## src/rtl/constraint_verdict_collector_if.sv

```systemverilog
// Bundle of configuration, candidate stream, tag stream and status signals of the verdict collector.
// The collector uses the slave modport; whatever drives candidates uses the master modport.
interface constraint_verdict_collector_if #(
  parameter int NUM_CONS = 8,
  parameter int CNT_W    = 16,
  parameter int TAG_W    = 16
);
  localparam int IDX_W = (NUM_CONS > 1) ? $clog2(NUM_CONS) : 1;

  logic                start;
  logic                abort;
  logic [NUM_CONS-1:0] cfg_mask;
  logic [CNT_W-1:0]    cfg_target;
  logic [CNT_W-1:0]    cfg_max_cand;
  logic                in_valid;
  logic                in_ready;
  logic [NUM_CONS-1:0] in_cons;
  logic [TAG_W-1:0]    in_tag;
  logic                out_valid;
  logic                out_ready;
  logic [TAG_W-1:0]    out_tag;
  logic                busy;
  logic                done;
  logic [1:0]          done_reason;
  logic [CNT_W-1:0]    sat_count;
  logic [CNT_W-1:0]    cand_count;
  logic [IDX_W-1:0]    last_fail_idx;

  modport slave (
    input  start, abort, cfg_mask, cfg_target, cfg_max_cand,
    input  in_valid, in_cons, in_tag, out_ready,
    output in_ready, out_valid, out_tag,
    output busy, done, done_reason, sat_count, cand_count, last_fail_idx
  );

  modport master (
    output start, abort, cfg_mask, cfg_target, cfg_max_cand,
    output in_valid, in_cons, in_tag, out_ready,
    input  in_ready, out_valid, out_tag,
    input  busy, done, done_reason, sat_count, cand_count, last_fail_idx
  );
endinterface

```

## src/rtl/constraint_verdict_collector.sv

```systemverilog
// ANDs the enabled constraint bits of each candidate into a verdict, counts candidates and
// satisfying ones, forwards satisfying tags, and stops on target, budget or abort.
module constraint_verdict_collector #(
  parameter int NUM_CONS = 8,
  parameter int CNT_W    = 16,
  parameter int TAG_W    = 16
) (
  input  logic                          i_clk,
  input  logic                          i_rst_n,
  constraint_verdict_collector_if.slave bus
);
  localparam int IDX_W = (NUM_CONS > 1) ? $clog2(NUM_CONS) : 1;
  localparam logic [CNT_W-1:0] CNT_MAX = '1;

  typedef enum logic [1:0] {
    S_IDLE = 2'd0,
    S_RUN  = 2'd1,
    S_DONE = 2'd2
  } state_t;

  state_t              r_state;
  logic [NUM_CONS-1:0] r_mask;
  logic [CNT_W-1:0]    r_target;
  logic [CNT_W-1:0]    r_budget;
  logic [CNT_W-1:0]    r_sat;
  logic [CNT_W-1:0]    r_cand;
  logic [1:0]          r_reason;
  logic [IDX_W-1:0]    r_fail_idx;
  logic                r_out_valid;
  logic [TAG_W-1:0]    r_out_tag;

  logic                w_in_ready;
  logic                w_accept;
  logic                w_verdict;
  logic                w_sat_accept;
  logic [IDX_W-1:0]    w_fail_idx;
  logic [CNT_W-1:0]    w_cand_next;
  logic [CNT_W-1:0]    w_sat_next;
  logic                w_target_hit;
  logic                w_budget_hit;

  // A draining output slot frees room in the same cycle, so there is no bubble.
  assign w_in_ready   = (r_state == S_RUN) && (!r_out_valid || bus.out_ready);
  assign w_accept     = bus.in_valid && w_in_ready;
  assign w_verdict    = &(bus.in_cons | ~r_mask);
  assign w_sat_accept = w_accept && w_verdict;

  always_comb begin
    w_fail_idx = '0;
    for (int i = NUM_CONS - 1; i >= 0; i--) begin
      if (r_mask[i] && !bus.in_cons[i]) begin
        w_fail_idx = IDX_W'(i);
      end
    end
  end

  assign w_cand_next = (w_accept && r_cand != CNT_MAX) ? r_cand + CNT_W'(1) : r_cand;
  assign w_sat_next  = (w_sat_accept && r_sat != CNT_MAX) ? r_sat + CNT_W'(1) : r_sat;

  // Termination looks at the counts as they will be after this cycle's accept.
  assign w_target_hit = (r_target != '0) && (w_sat_next == r_target);
  assign w_budget_hit = ((r_budget != '0) && (w_cand_next == r_budget)) ||
                        ((r_target == '0) && (r_budget == '0) && (w_cand_next == CNT_MAX));

  always_ff @(posedge i_clk or negedge i_rst_n) begin
    if (!i_rst_n) begin
      r_state     <= S_IDLE;
      r_mask      <= '0;
      r_target    <= '0;
      r_budget    <= '0;
      r_sat       <= '0;
      r_cand      <= '0;
      r_reason    <= '0;
      r_fail_idx  <= '0;
      r_out_valid <= 1'b0;
      r_out_tag   <= '0;
    end else begin
      if (w_sat_accept) begin
        r_out_valid <= 1'b1;
        r_out_tag   <= bus.in_tag;
      end else if (bus.out_ready) begin
        r_out_valid <= 1'b0;
      end

      case (r_state)
        S_IDLE, S_DONE: begin
          if (bus.start) begin
            r_state    <= S_RUN;
            r_mask     <= bus.cfg_mask;
            r_target   <= bus.cfg_target;
            r_budget   <= bus.cfg_max_cand;
            r_sat      <= '0;
            r_cand     <= '0;
            r_reason   <= 2'b00;
            r_fail_idx <= '0;
          end
        end
        S_RUN: begin
          r_cand <= w_cand_next;
          r_sat  <= w_sat_next;
          if (w_accept && !w_verdict) begin
            r_fail_idx <= w_fail_idx;
          end
          if (bus.abort) begin
            r_state  <= S_DONE;
            r_reason <= 2'b11;
          end else if (w_target_hit) begin
            r_state  <= S_DONE;
            r_reason <= 2'b01;
          end else if (w_budget_hit) begin
            r_state  <= S_DONE;
            r_reason <= 2'b10;
          end
        end
        default: r_state <= S_IDLE;
      endcase
    end
  end

  assign bus.in_ready      = w_in_ready;
  assign bus.out_valid     = r_out_valid;
  assign bus.out_tag       = r_out_tag;
  assign bus.busy          = (r_state == S_RUN);
  assign bus.done          = (r_state == S_DONE);
  assign bus.done_reason   = r_reason;
  assign bus.sat_count     = r_sat;
  assign bus.cand_count    = r_cand;
  assign bus.last_fail_idx = r_fail_idx;
endmodule

```

## src/flat_wrapper.sv

```systemverilog
// flat-port wrapper written by rule: the top's interface ports become plain ports
module constraint_verdict_collector_flat 
#(
  parameter int NUM_CONS = 8,
  parameter int CNT_W    = 16,
  parameter int TAG_W    = 16
)
  (i_clk, i_rst_n, bus_start, bus_abort, bus_cfg_mask, bus_cfg_target, bus_cfg_max_cand, bus_in_valid, bus_in_cons, bus_in_tag, bus_out_ready, bus_in_ready, bus_out_valid, bus_out_tag, bus_busy, bus_done, bus_done_reason, bus_sat_count, bus_cand_count, bus_last_fail_idx);
  constraint_verdict_collector_if #(.NUM_CONS(NUM_CONS), .CNT_W(CNT_W), .TAG_W(TAG_W)) bus_i ();
  input  logic i_clk;
  input  logic i_rst_n;
  input wire logic [$bits(bus_i.start)-1:0] bus_start;
  input wire logic [$bits(bus_i.abort)-1:0] bus_abort;
  input wire logic [$bits(bus_i.cfg_mask)-1:0] bus_cfg_mask;
  input wire logic [$bits(bus_i.cfg_target)-1:0] bus_cfg_target;
  input wire logic [$bits(bus_i.cfg_max_cand)-1:0] bus_cfg_max_cand;
  input wire logic [$bits(bus_i.in_valid)-1:0] bus_in_valid;
  input wire logic [$bits(bus_i.in_cons)-1:0] bus_in_cons;
  input wire logic [$bits(bus_i.in_tag)-1:0] bus_in_tag;
  input wire logic [$bits(bus_i.out_ready)-1:0] bus_out_ready;
  output wire logic [$bits(bus_i.in_ready)-1:0] bus_in_ready;
  output wire logic [$bits(bus_i.out_valid)-1:0] bus_out_valid;
  output wire logic [$bits(bus_i.out_tag)-1:0] bus_out_tag;
  output wire logic [$bits(bus_i.busy)-1:0] bus_busy;
  output wire logic [$bits(bus_i.done)-1:0] bus_done;
  output wire logic [$bits(bus_i.done_reason)-1:0] bus_done_reason;
  output wire logic [$bits(bus_i.sat_count)-1:0] bus_sat_count;
  output wire logic [$bits(bus_i.cand_count)-1:0] bus_cand_count;
  output wire logic [$bits(bus_i.last_fail_idx)-1:0] bus_last_fail_idx;
  assign bus_i.start = bus_start;
  assign bus_i.abort = bus_abort;
  assign bus_i.cfg_mask = bus_cfg_mask;
  assign bus_i.cfg_target = bus_cfg_target;
  assign bus_i.cfg_max_cand = bus_cfg_max_cand;
  assign bus_i.in_valid = bus_in_valid;
  assign bus_i.in_cons = bus_in_cons;
  assign bus_i.in_tag = bus_in_tag;
  assign bus_i.out_ready = bus_out_ready;
  assign bus_in_ready = bus_i.in_ready;
  assign bus_out_valid = bus_i.out_valid;
  assign bus_out_tag = bus_i.out_tag;
  assign bus_busy = bus_i.busy;
  assign bus_done = bus_i.done;
  assign bus_done_reason = bus_i.done_reason;
  assign bus_sat_count = bus_i.sat_count;
  assign bus_cand_count = bus_i.cand_count;
  assign bus_last_fail_idx = bus_i.last_fail_idx;
  constraint_verdict_collector #(.NUM_CONS(NUM_CONS), .CNT_W(CNT_W), .TAG_W(TAG_W)) u_core (.i_clk(i_clk), .i_rst_n(i_rst_n), .bus(bus_i));
endmodule
```

## config.mk

```make
export PLATFORM = sky130hd
export DESIGN_NAME = constraint_verdict_collector_flat
export DESIGN_NICKNAME = d
export VERILOG_FILES = /design/src/rtl/constraint_verdict_collector_if.sv /design/src/rtl/constraint_verdict_collector.sv /design/src/flat_wrapper.sv
export SDC_FILE = /design/constraint.sdc
export NUM_CORES = 1
export LEC_CHECK = 0
export CAP_MARGIN = 20
export CORE_ASPECT_RATIO = 2
export CORE_MARGIN = 3
export CORE_UTILIZATION = 51
export CTS_CLUSTER_SIZE = 25
export DETAILED_ROUTE_END_ITERATION = 6
export PLACE_DENSITY = 0.83
export RECOVER_POWER = 50
export SLEW_MARGIN = 10
export SYNTH_ARGS = -nofsm -noshare
export SYNTH_HDL_FRONTEND = slang
export SYNTH_SLANG_ARGS = --single-unit
export TNS_END_PERCENT = 20
```

## constraint.sdc

```tcl
create_clock -name i_clk -period 3.9 [get_ports i_clk]
set_input_delay 1.17 -clock i_clk [delete_from_list [all_inputs] [get_ports i_clk]]
set_output_delay 1.17 -clock i_clk [all_outputs]
set_load 0.02 [all_outputs]
```

# Yosys cells after proc, flatten, opt, wreduce, memory -nomap -nowiden
# Cells that the tools add are included.
[op_classes]
addsub = 2
n_eq_ne = 10
n_mux = 27
bitwise = 2
reduce_logical = 44
[op_table]
columns = ["op", "n"]
rows = [
  ["16-bit one-hot mux with 2 select lines", 2],
  ["16-bit two-way mux", 3],
  ["16-bit by 1-bit adder with 16-bit output, second input constant", 2],
  ["16-bit == test", 2],
  ["16-bit zero test", 2],
  ["16-bit != test, second input constant", 2],
  ["16-bit nonzero test", 2],
  ["3-bit two-way mux", 10],
  ["1-bit logical AND", 18],
  ["16-bit == test, second input constant", 1],
  ["2-bit two-way mux", 7],
  ["1-bit zero test", 10],
  ["8-bit inverter", 1],
  ["8-bit OR", 1],
  ["2-bit one-hot mux with 2 select lines", 2],
  ["8-bit AND reduction", 1],
  ["3-bit one-hot mux with 2 select lines", 1],
  ["2-bit AND reduction", 3],
  ["3-bit AND reduction", 2],
  ["4-bit by 2-bit != test with 1-bit output, second input constant", 1],
  ["2-bit nonzero test", 2],
  ["2-bit by 1-bit == test with 1-bit output, second input constant", 1],
  ["2-bit == test, second input constant", 1],
  ["2-bit zero test", 1],
  ["other kinds (5)", 7],
]
[word_totals]
regBits = 96
in_bits = 70
output_inout_bits = 57
wordCells = 95

# Logic depth before layout (Yosys ltp)
# Gate-level depths: netlist of the first run.
[depth]
word_depth = 13
depth_mapped = 14
depth_no_buf = 11

# Worst setup path after synthesis of the first run
# Ideal clock, no wire load.
[synth_timing]
path_kind = "input-to-reg"
startpoint = "input bus_in_cons[6]"
endpoint = "register u_core.r_reason[0] (netlist: u_core.bus.done_reason[0])"
setup_time_ns = 0.121
arrival_time_ns = 3.382
required_time_ns = 3.779
slack_ns = 0.398
path_stages = 10
path_buffers = 0
cell_sequence = "nand2b_1 nor4b_2 nand4_2 or4_1 xnor2_1 nor4_2 nand4_2 o211ai_2 o21ai_2 a22o_1"
[synth_between]
elab_chain_len = 10
elab_cells_between_ends = 12
classes_between = "eq/ne: 2; mux: 4; bitwise: 1; reduce/logical: 5"
[synth_lines]
columns = ["element", "line_no", "text"]
rows = [
  ["start: declaration", "flat_wrapper.sv:18", "input wire logic [$bits(bus_i.in_cons)-1:0] bus_in_cons;"],
  ["8-bit OR *", "constraint_verdict_collector.sv:45", "assign w_verdict = &(bus.in_cons | ~r_mask);"],
  ["8-bit AND reduction *", "constraint_verdict_collector.sv:45", ""],
  ["1-bit logical AND *", "constraint_verdict_collector.sv:46", "assign w_sat_accept = w_accept && w_verdict;"],
  ["1-bit logical AND *", "constraint_verdict_collector.sv:58", "assign w_sat_next = (w_sat_accept && r_sat != CNT_MAX) ? r_sat + CNT_W'(1) : r_sat;"],
  ["16-bit two-way mux *", "constraint_verdict_collector.sv:58", ""],
  ["16-bit == test *", "constraint_verdict_collector.sv:61", "assign w_target_hit = (r_target != '0) && (w_sat_next == r_target);"],
  ["1-bit logical AND *", "constraint_verdict_collector.sv:61", ""],
  ["2-bit two-way mux", "constraint_verdict_collector.sv:107", "end else if (w_target_hit) begin"],
  ["2-bit two-way mux", "constraint_verdict_collector.sv:104", "if (bus.abort) begin"],
  ["2-bit one-hot mux with 2 select lines", "constraint_verdict_collector.sv:85", "case (r_state)"],
  ["end signal: assignment", "constraint_verdict_collector.sv:106", "r_reason <= 2'b11;"],
  ["end signal: assignment", "constraint_verdict_collector.sv:109", "r_reason <= 2'b01;"],
  ["end signal: assignment", "constraint_verdict_collector.sv:112", "r_reason <= 2'b10;"],
  ["end: declaration", "constraint_verdict_collector.sv:27", "logic [1:0] r_reason;"],
]
# Every way passes the cells marked *; elsewhere a longest branch is shown, timed or not.
# A chain may end at the register's enable or synchronous reset.

# Worst setup path in the final report of the first run
[layout_timing]
startpoint = "input bus_out_ready"
endpoint = "output bus_in_ready"
[layout_between]
elab_chain_len = 2
[layout_lines]
columns = ["element", "line_no", "text"]
rows = [
  ["start: declaration", "flat_wrapper.sv:20", "input wire logic [$bits(bus_i.out_ready)-1:0] bus_out_ready;"],
  ["1-bit logical OR", "constraint_verdict_collector.sv:43", "assign w_in_ready = (r_state == S_RUN) && (!r_out_valid || bus.out_ready);"],
  ["1-bit logical AND", "constraint_verdict_collector.sv:43", ""],
  ["end: declaration", "flat_wrapper.sv:21", "output wire logic [$bits(bus_i.in_ready)-1:0] bus_in_ready;"],
]
# Every way passes these cells.

==> impl_metrics.ini, run 1 <==
[outcome]
outcome = finished with violations
violations = capacitance limit, slew limit

[timing]
finalHoldViolCount = 0
drv_slew = 49
setup_violations = 0
max_freq_mhz = 257
skew_ns = 0.00862
tightest_slew_ns = 2.75
relSlewSlack_pct = -83.3
period_minus_slack_ns = 3.89
rsz0062_at_grt = true
fin_crit_sh_pct = 99.6
timing.setup.tns_ns = 0

[worst_setup_path]
crit_fanout = 4
cpPeakStageDelay_ns = 0.58
crit_path_end_kind = output pin
cp_num_buf_inv = 2
critPathTopFamily = buffers and inverters
crit_chain = clkdlybuf4s50_1 -> nor2b_1 -> nor2_1 -> clkdlybuf4s50_1
critPathArrivalTime_ns = 2.72
cp_common_cell = clkdlybuf4s50_1
required_ns = 2.73
start_kind = input port
critical_path_class = input port to output pin
cp_slowest_cell = clkdlybuf4s50_1

[floorplan]
initial_core_util_pct = 52.4
fp.dieW_um = 81.2
coreArea_sq_um = 11000
die_y_um = 156
fp-row-count = 54
die_area_sq_um = 12700
io_pins = 127

[routing]
wl_mm = 22.1
wl_per_cell_um = 22.9
firstDrtPassIters = 5
drc = 0
drt-initial-drc-count = 468
final_antenna_net_count = 0
num_vias = 6052
drt-vias-per-instance = 6.26

[final_layout]
antenna_cells = 0
nNetsFinal = 894
layout-drive-gt1-share_pct = 14.6
stdcell_count = 967
fill_cells = 816
syn_to_final_growth_pct = 36.6

[grt]
grt_max_degree = 50
grt_antenna_before_repair = 0
grt_first_pass_wirelength_mm = 33.6
grt_pass1_vias = 6333
grt-ovfl-total = 0
grtUsageTotal_pct = 35.6

[cts]
cts_tree = yes
ctsLongestPathBuffers = 2
htreeDepth = 3
cts_buffers = 9
cts_hold_buf = 0
worstSkewPairLatency_ns = 0.36
clk_pin_slew_ns = 0.07
cts_root_buf = clkbuf_16
clock_sinks = 96

[synthesis]
synth_edf_count = 0
yosys_warnings = 0
syn-cell-area_sq_um = 5770
synthCells = 658
synth.avg_cell_area_sq_um = 8.78
syn-num-nets = 730
ys.flop_type = dfrtp_1
synth.distinct_cells = 74
async_flop_share_pct = 100
yosysSeqAreaShare_pct = 41.6
ys_ff_latch = 96

[power_and_ir_drop]
leakagePower_nw = 3.38
p_per_area_nw_per_um2 = 540
ir_drop_mv = 0.375

[place]
place_congestion = 1.06
dp_cells = 950
dp_hpwl_mm = 17.0
portBuffers = 126

[run]
drv_cap = 1

[min_path]
hold_path.class = register to register
==> where the power goes <==
part / internal (W) / switching [W]
clock: 0.000513 / 0.000438
sequential: 0.00127 / 0.000303
combinational: 0.000787 / 0.000949
==> Yosys cell counts, types with 11 or more instances <==
master	number	share of area, %
a21oi_1	21	1.8
and3_1	14	1.5
and4_1	11	1.7
buf_2	14	1.2
clkbuf_1	20	1.3
dfrtp_1	96	42
inv_1	14	0.91
mux2_2	16	3.1
nand2_1	139	9.0
nand2b_1	13	1.4
nand3_1	36	3.1
nand4_1	21	2.3
nor2_1	20	1.3
nor4_1	18	2.0
o21ai_0	46	4.0
xnor2_1	18	2.7
xor2_1	12	1.8
==> worst paths after layout <==
check | start | to | slack [ns] | depth (start not counted)
max in group asynchronous | i_rst_n | u_core.r_target[11]$_DFFE_PN0P_ | 0.66 | 1
min reg2reg | u_core.r_mask[7]$_DFFE_PN0P_ | u_core.r_mask[7]$_DFFE_PN0P_ | 0.48 | 2
max reg2reg | u_core.bus.sat_count[0]$_DFFE_PN0P_ | u_core.bus.done_reason[0]$_DFFE_PN0P_ | 0.42 | 13
min | u_core.r_mask[7]$_DFFE_PN0P_ | u_core.r_mask[7]$_DFFE_PN0P_ | 0.48 | 2
min in group asynchronous | i_rst_n | u_core.bus.out_tag[12]$_DFFE_PN0P_ | 1.69 | 1
max | bus_out_ready | bus_in_ready | 0.01 | 4
==> logic make-up (layout without fill, tap and decap cells) <==
family                     Yosys count  in the layout  synth area share [%]
and+or+nand+nor                    319            319                  28.8
AOI/OAI and AO/OA                  134            134                  16.0
DFF                                 96             96                  41.6
buffers and inverters               55            224                  4.29
xor gates and xnor gates            31             31                  4.94
muxes                               21             21                  3.99
adders and majority gates            2              2                 0.433
==> stage by stage <==
stage | total power (W) | hold slack, ns | setup WS, ns | utilization (%) | area (sq um)
2_1_floorplan | 0.00245 | 0.438 | 0.398 | - | 5770
3_3_place_gp | 0.00322 | 0.450 | -0.253 | 68.5 | 7540
3_5_place_dp | 0.00328 | 0.464 | -0.336 | 68.5 | 7540
4_1_cts | 0.00422 | 0.483 | 0.00527 | 71.3 | 7850
5_1_grt | 0.00444 | 0.505 | -0.0527 | 71.6 | 7890
6_report | 0.00426 | 0.480 | 0.0147 | 71.6 | 7890
==> area by class of cell <==
| type | count | area (sq um) | share of cell area, % |
|---|---|---|---|
| multi-input cells | 507 | 3170 | 40.2 |
| flip-flops and latches | 96 | 2400 | 30.5 |
| repair buffers | 193 | 1770 | 22.4 |
| clock buffers | 9 | 225 | 2.86 |
| well taps | 140 | 175 | 2.22 |
| clock inverters | 7 | 88.8 | 1.13 |
| inverters | 15 | 56.3 | 0.714 |
==> repair_timing <==
action | 4_1_cts | 5_1_grt
resized for setup | 0 | 10
buffers inserted | 0 | 1
setup endpoints to repair | 0 | 5
==> cell usage in the layout, fill, tap and decap left out, types with 3 or more instances in the layout <==
cell type,instances
and2_1,5
clkbuf_1,3
nor2b_1,8
o211ai_1,3
nor3b_1,4
a31oi_1,6
mux2_2,16
dfrtp_1,96
dlygate4sd3_1,5
nor4_1,18
nand2b_1,11
clkdlybuf4s50_1,119
a21boi_0,3
o31ai_1,9
inv_1,14
clkbuf_16,9
and3_1,14
xnor2_1,18
and4_1,11
a311oi_1,3
a211oi_1,5
nand3_1,36
nand2_1,139
nand4_1,21
nor3_1,9
xor2_1,12
buf_4,62
a22o_1,5
mux2i_1,5
a21oi_1,21
nor2_1,20
or4_1,4
o21ai_0,46
==> metal layers <==
layer | track usage [%] | share of wire, % | up-vias
met2 | 65.0 | 55 | 311
met5 | 0 | 0 | -
met1 | 34.7 | 32 | 2898
met4 | 26.3 | 8.6 | 0
met3 | 5.53 | 4.4 | 122
li1 | - | - | 2721
==> registers in the layout (all words and copies together) (netlist names), 3 cells and up <==
name and flops:
u_core.bus.cand_count 16, u_core.r_target 16, u_core.r_mask 8, u_core.bus.last_fail_idx 3, u_core.bus.sat_count 16, u_core.r_budget 16, u_core.bus.out_tag 16
==> worst reg2reg max path, cell delays in order (launching register included) <==
cell	delay [ns]
dfrtp_1	0.58
ha_1	0.42
and4_1	0.27
and4_1	0.39
nor4_4	0.08
buf_6	0.15
buf_4	0.15
a311oi_1	0.23
a21oi_1	0.10
a2111oi_4	0.26
nand4_2	0.18
o211ai_2	0.26
o21ai_2	0.10
a22o_1	0.20
No activity file was read; power rests on OpenSTA's default activity.
==> run 2, diff against run 1 <==
CORE_MARGIN = not set   (was 3)
==> run 2 against run 1 <==
Net effect: setup slack gained 0.030 ns; first-iteration DRC count shrank 7.1%; utilization grew 1.3 points; the run still ends with capacitance limit, slew limit left; register-to-register slack gained 0.05 ns; clock skew is essentially flat; critical path depth grew 8; wire length grew 1.1%; cell area grew 1.2%; cell count grew 0.72%; via count is essentially flat.
==> impl_metrics.ini, run 2 (synthesis results as in run 1) <==
[outcome]
outcome = finished with violations
violations = capacitance limit, slew limit

[floorplan]
fp.dieW_um = 77.2
initial_core_util_pct = 52.8
die_area_sq_um = 11800
fp-row-count = 54
die_y_um = 152
coreArea_sq_um = 10900
io_pins = 127

[min_path]
hold_path.class = register to register

[power_and_ir_drop]
ir_drop_mv = 0.352
design_power_total_w = 0.00433
p_per_area_nw_per_um2 = 543
leakagePower_nw = 3.40

[final_layout]
final_common_cell = nand2_1
multi_input_area_sq_um = 3180
nNetsFinal = 901
layout_common_cells = nand2_1, clkdlybuf4s50_1, dfrtp_1, buf_4, o21ai_0
seqCellArea_sq_um = 2400
fill_cells = 822
layout-drive-gt1-share_pct = 15.8
syn_to_final_growth_pct = 38.2
stdcell_count = 974
antenna_cells = 0

[cts]
worstSkewPairLatency_ns = 0.35
cts_hold_buf = 0
clock_sinks = 96
cts_buffers = 9
cts_root_buf = clkbuf_16
clk_pin_slew_ns = 0.07
htreeDepth = 3
cts_tree = yes
ctsLongestPathBuffers = 2

[worst_setup_path]
cpPeakStageDelay_ns = 0.58
required_ns = 4.14
timing.rr.end = u_core.bus.done_reason[0]$_DFFE_PN0P_
reg2reg_from = u_core.bus.sat_count[1]$_DFFE_PN0P_
crit_cells = 12
critPathTopFamily = simple AND/OR/NAND/NOR gates
cp-endpoint = u_core.bus.done_reason[0]$_DFFE_PN0P_
worstRegToRegCells = 13
start_kind = input port
critical_path_class = input port to register
crit_path_end_kind = register
cp_num_buf_inv = 2
cp_slowest_cell = or4b_4
reg2reg_slack_ns = 0.47
critPathArrivalTime_ns = 4.09
crit_fanout = 12
critPathLaunch = bus_in_cons[4]
crit_chain = clkdlybuf4s50_1 -> nor2b_4 -> or4b_4 -> nor4_4 -> buf_4 -> nand3_1 -> xnor2_1 -> nor4_2 -> nand4_2 -> o211ai_2 -> o21ai_2 -> a22o_1

[place]
dp_cells = 957
place_ws_ns = -0.289
portBuffers = 126
dp_hpwl_mm = 16.9
place_congestion = 0.979

[timing]
skew_ns = 0.00909
max_freq_mhz = 259
period_minus_slack_ns = 3.85
finalWorstSetupSlack_ns = 0.0452
relSlewSlack_pct = -63.5
setup_violations = 0
finalHoldViolCount = 0
rsz0062_at_grt = true
tightest_slew_ns = 2.45
drv_slew = 81
fin_crit_sh_pct = 98.8

[routing]
routed.top_layer = met4
firstDrtPassIters = 5
drc = 0
wl_per_cell_um = 23.0
num_vias = 6056
wl_mm = 22.4
final_antenna_net_count = 0
wl_met3_um = 845
met1_length_mm = 7.20
drt-initial-drc-count = 435
wl_met2_mm = 12.6
drt-vias-per-instance = 6.22

[grt]
grt_first_pass_wirelength_mm = 34.1
grt-ovfl-total = 0
grt_max_degree = 55
grt_pass1_vias = 6267
grt_antenna_before_repair = 0
grtUsageTotal_pct = 38.9

[run]
drv_cap = 2
[run 2: changes by cell type in the layout (fill, tap and decap cells not counted), moves of 2 or more]
cell             delta
buf_4              +10
clkdlybuf4s50_1     +5
dlygate4sd3_1       -4
clkbuf_1            -2
nand2b_1            +2
[run 2: worst min-delay path by stage]
stage / slack [ns] / end / cells after the start / start
detailed placement: 0.46 / u_core.r_mask[7]$_DFFE_PN0P_ / 2 / u_core.r_mask[7]$_DFFE_PN0P_
floorplan: 0.44 / u_core.r_mask[7]$_DFFE_PN0P_ / 2 / u_core.r_mask[7]$_DFFE_PN0P_
global route: 0.51 / u_core.bus.last_fail_idx[2]$_DFFE_PN0P_ / 2 / u_core.bus.last_fail_idx[2]$_DFFE_PN0P_
finish: 0.49 / u_core.bus.last_fail_idx[2]$_DFFE_PN0P_ / 2 / u_core.bus.last_fail_idx[2]$_DFFE_PN0P_
CTS: 0.48 / u_core.bus.last_fail_idx[2]$_DFFE_PN0P_ / 2 / u_core.bus.last_fail_idx[2]$_DFFE_PN0P_
global placement: 0.45 / u_core.r_mask[7]$_DFFE_PN0P_ / 2 / u_core.r_mask[7]$_DFFE_PN0P_
[run 2: report_power, final]
part           leakage, nW  total [W]  internal (W)  switching (W)
Combinational         2.01    0.00176      0.000802       0.000958
Sequential            1.24    0.00157       0.00127       0.000298
Clock                0.160    0.00101      0.000575       0.000430
[run 2: repair_timing]
item,4_1_cts,5_1_grt
buffers inserted,0,1
endpoints found under the setup margin,1,4
pin swaps,0,4
resized for setup,1,8
[run 2: layer usage]
layer	GRT usage, %	vias up
li1	-	2728
met1	37.2	2924
met2	74.0	289
met3	4.43	115
met4	28.1	0
met5	0	-
[run 2: stage by stage]
stage	util (%)	TNS [ns]	hold slack (ns)	cell area, sq um
global route	72.9	-0.182	0.509	7980
global placement	69.5	-0.694	0.453	7600
floorplan	-	0	0.438	5770
detailed placement	69.5	-0.907	0.456	7600
finish	72.9	0	0.486	7980
CTS	72.6	0	0.485	7950
[run 2: worst min-delay path: cells and delay by family (launching register included)]
kind	cells	cell delay, ns
DFF	1	0.35
and+or+nand+nor	1	0.05
AOI/OAI and AO/OA	1	0.05
[run 2: cell type report]
class	count	area share, %
well taps	140	2.19
repair buffers	200	23.0
clock buffers	9	2.82
multi-input cells	507	39.8
inverters	15	0.705
flip-flops and latches	96	30.1
clock inverters	7	1.38
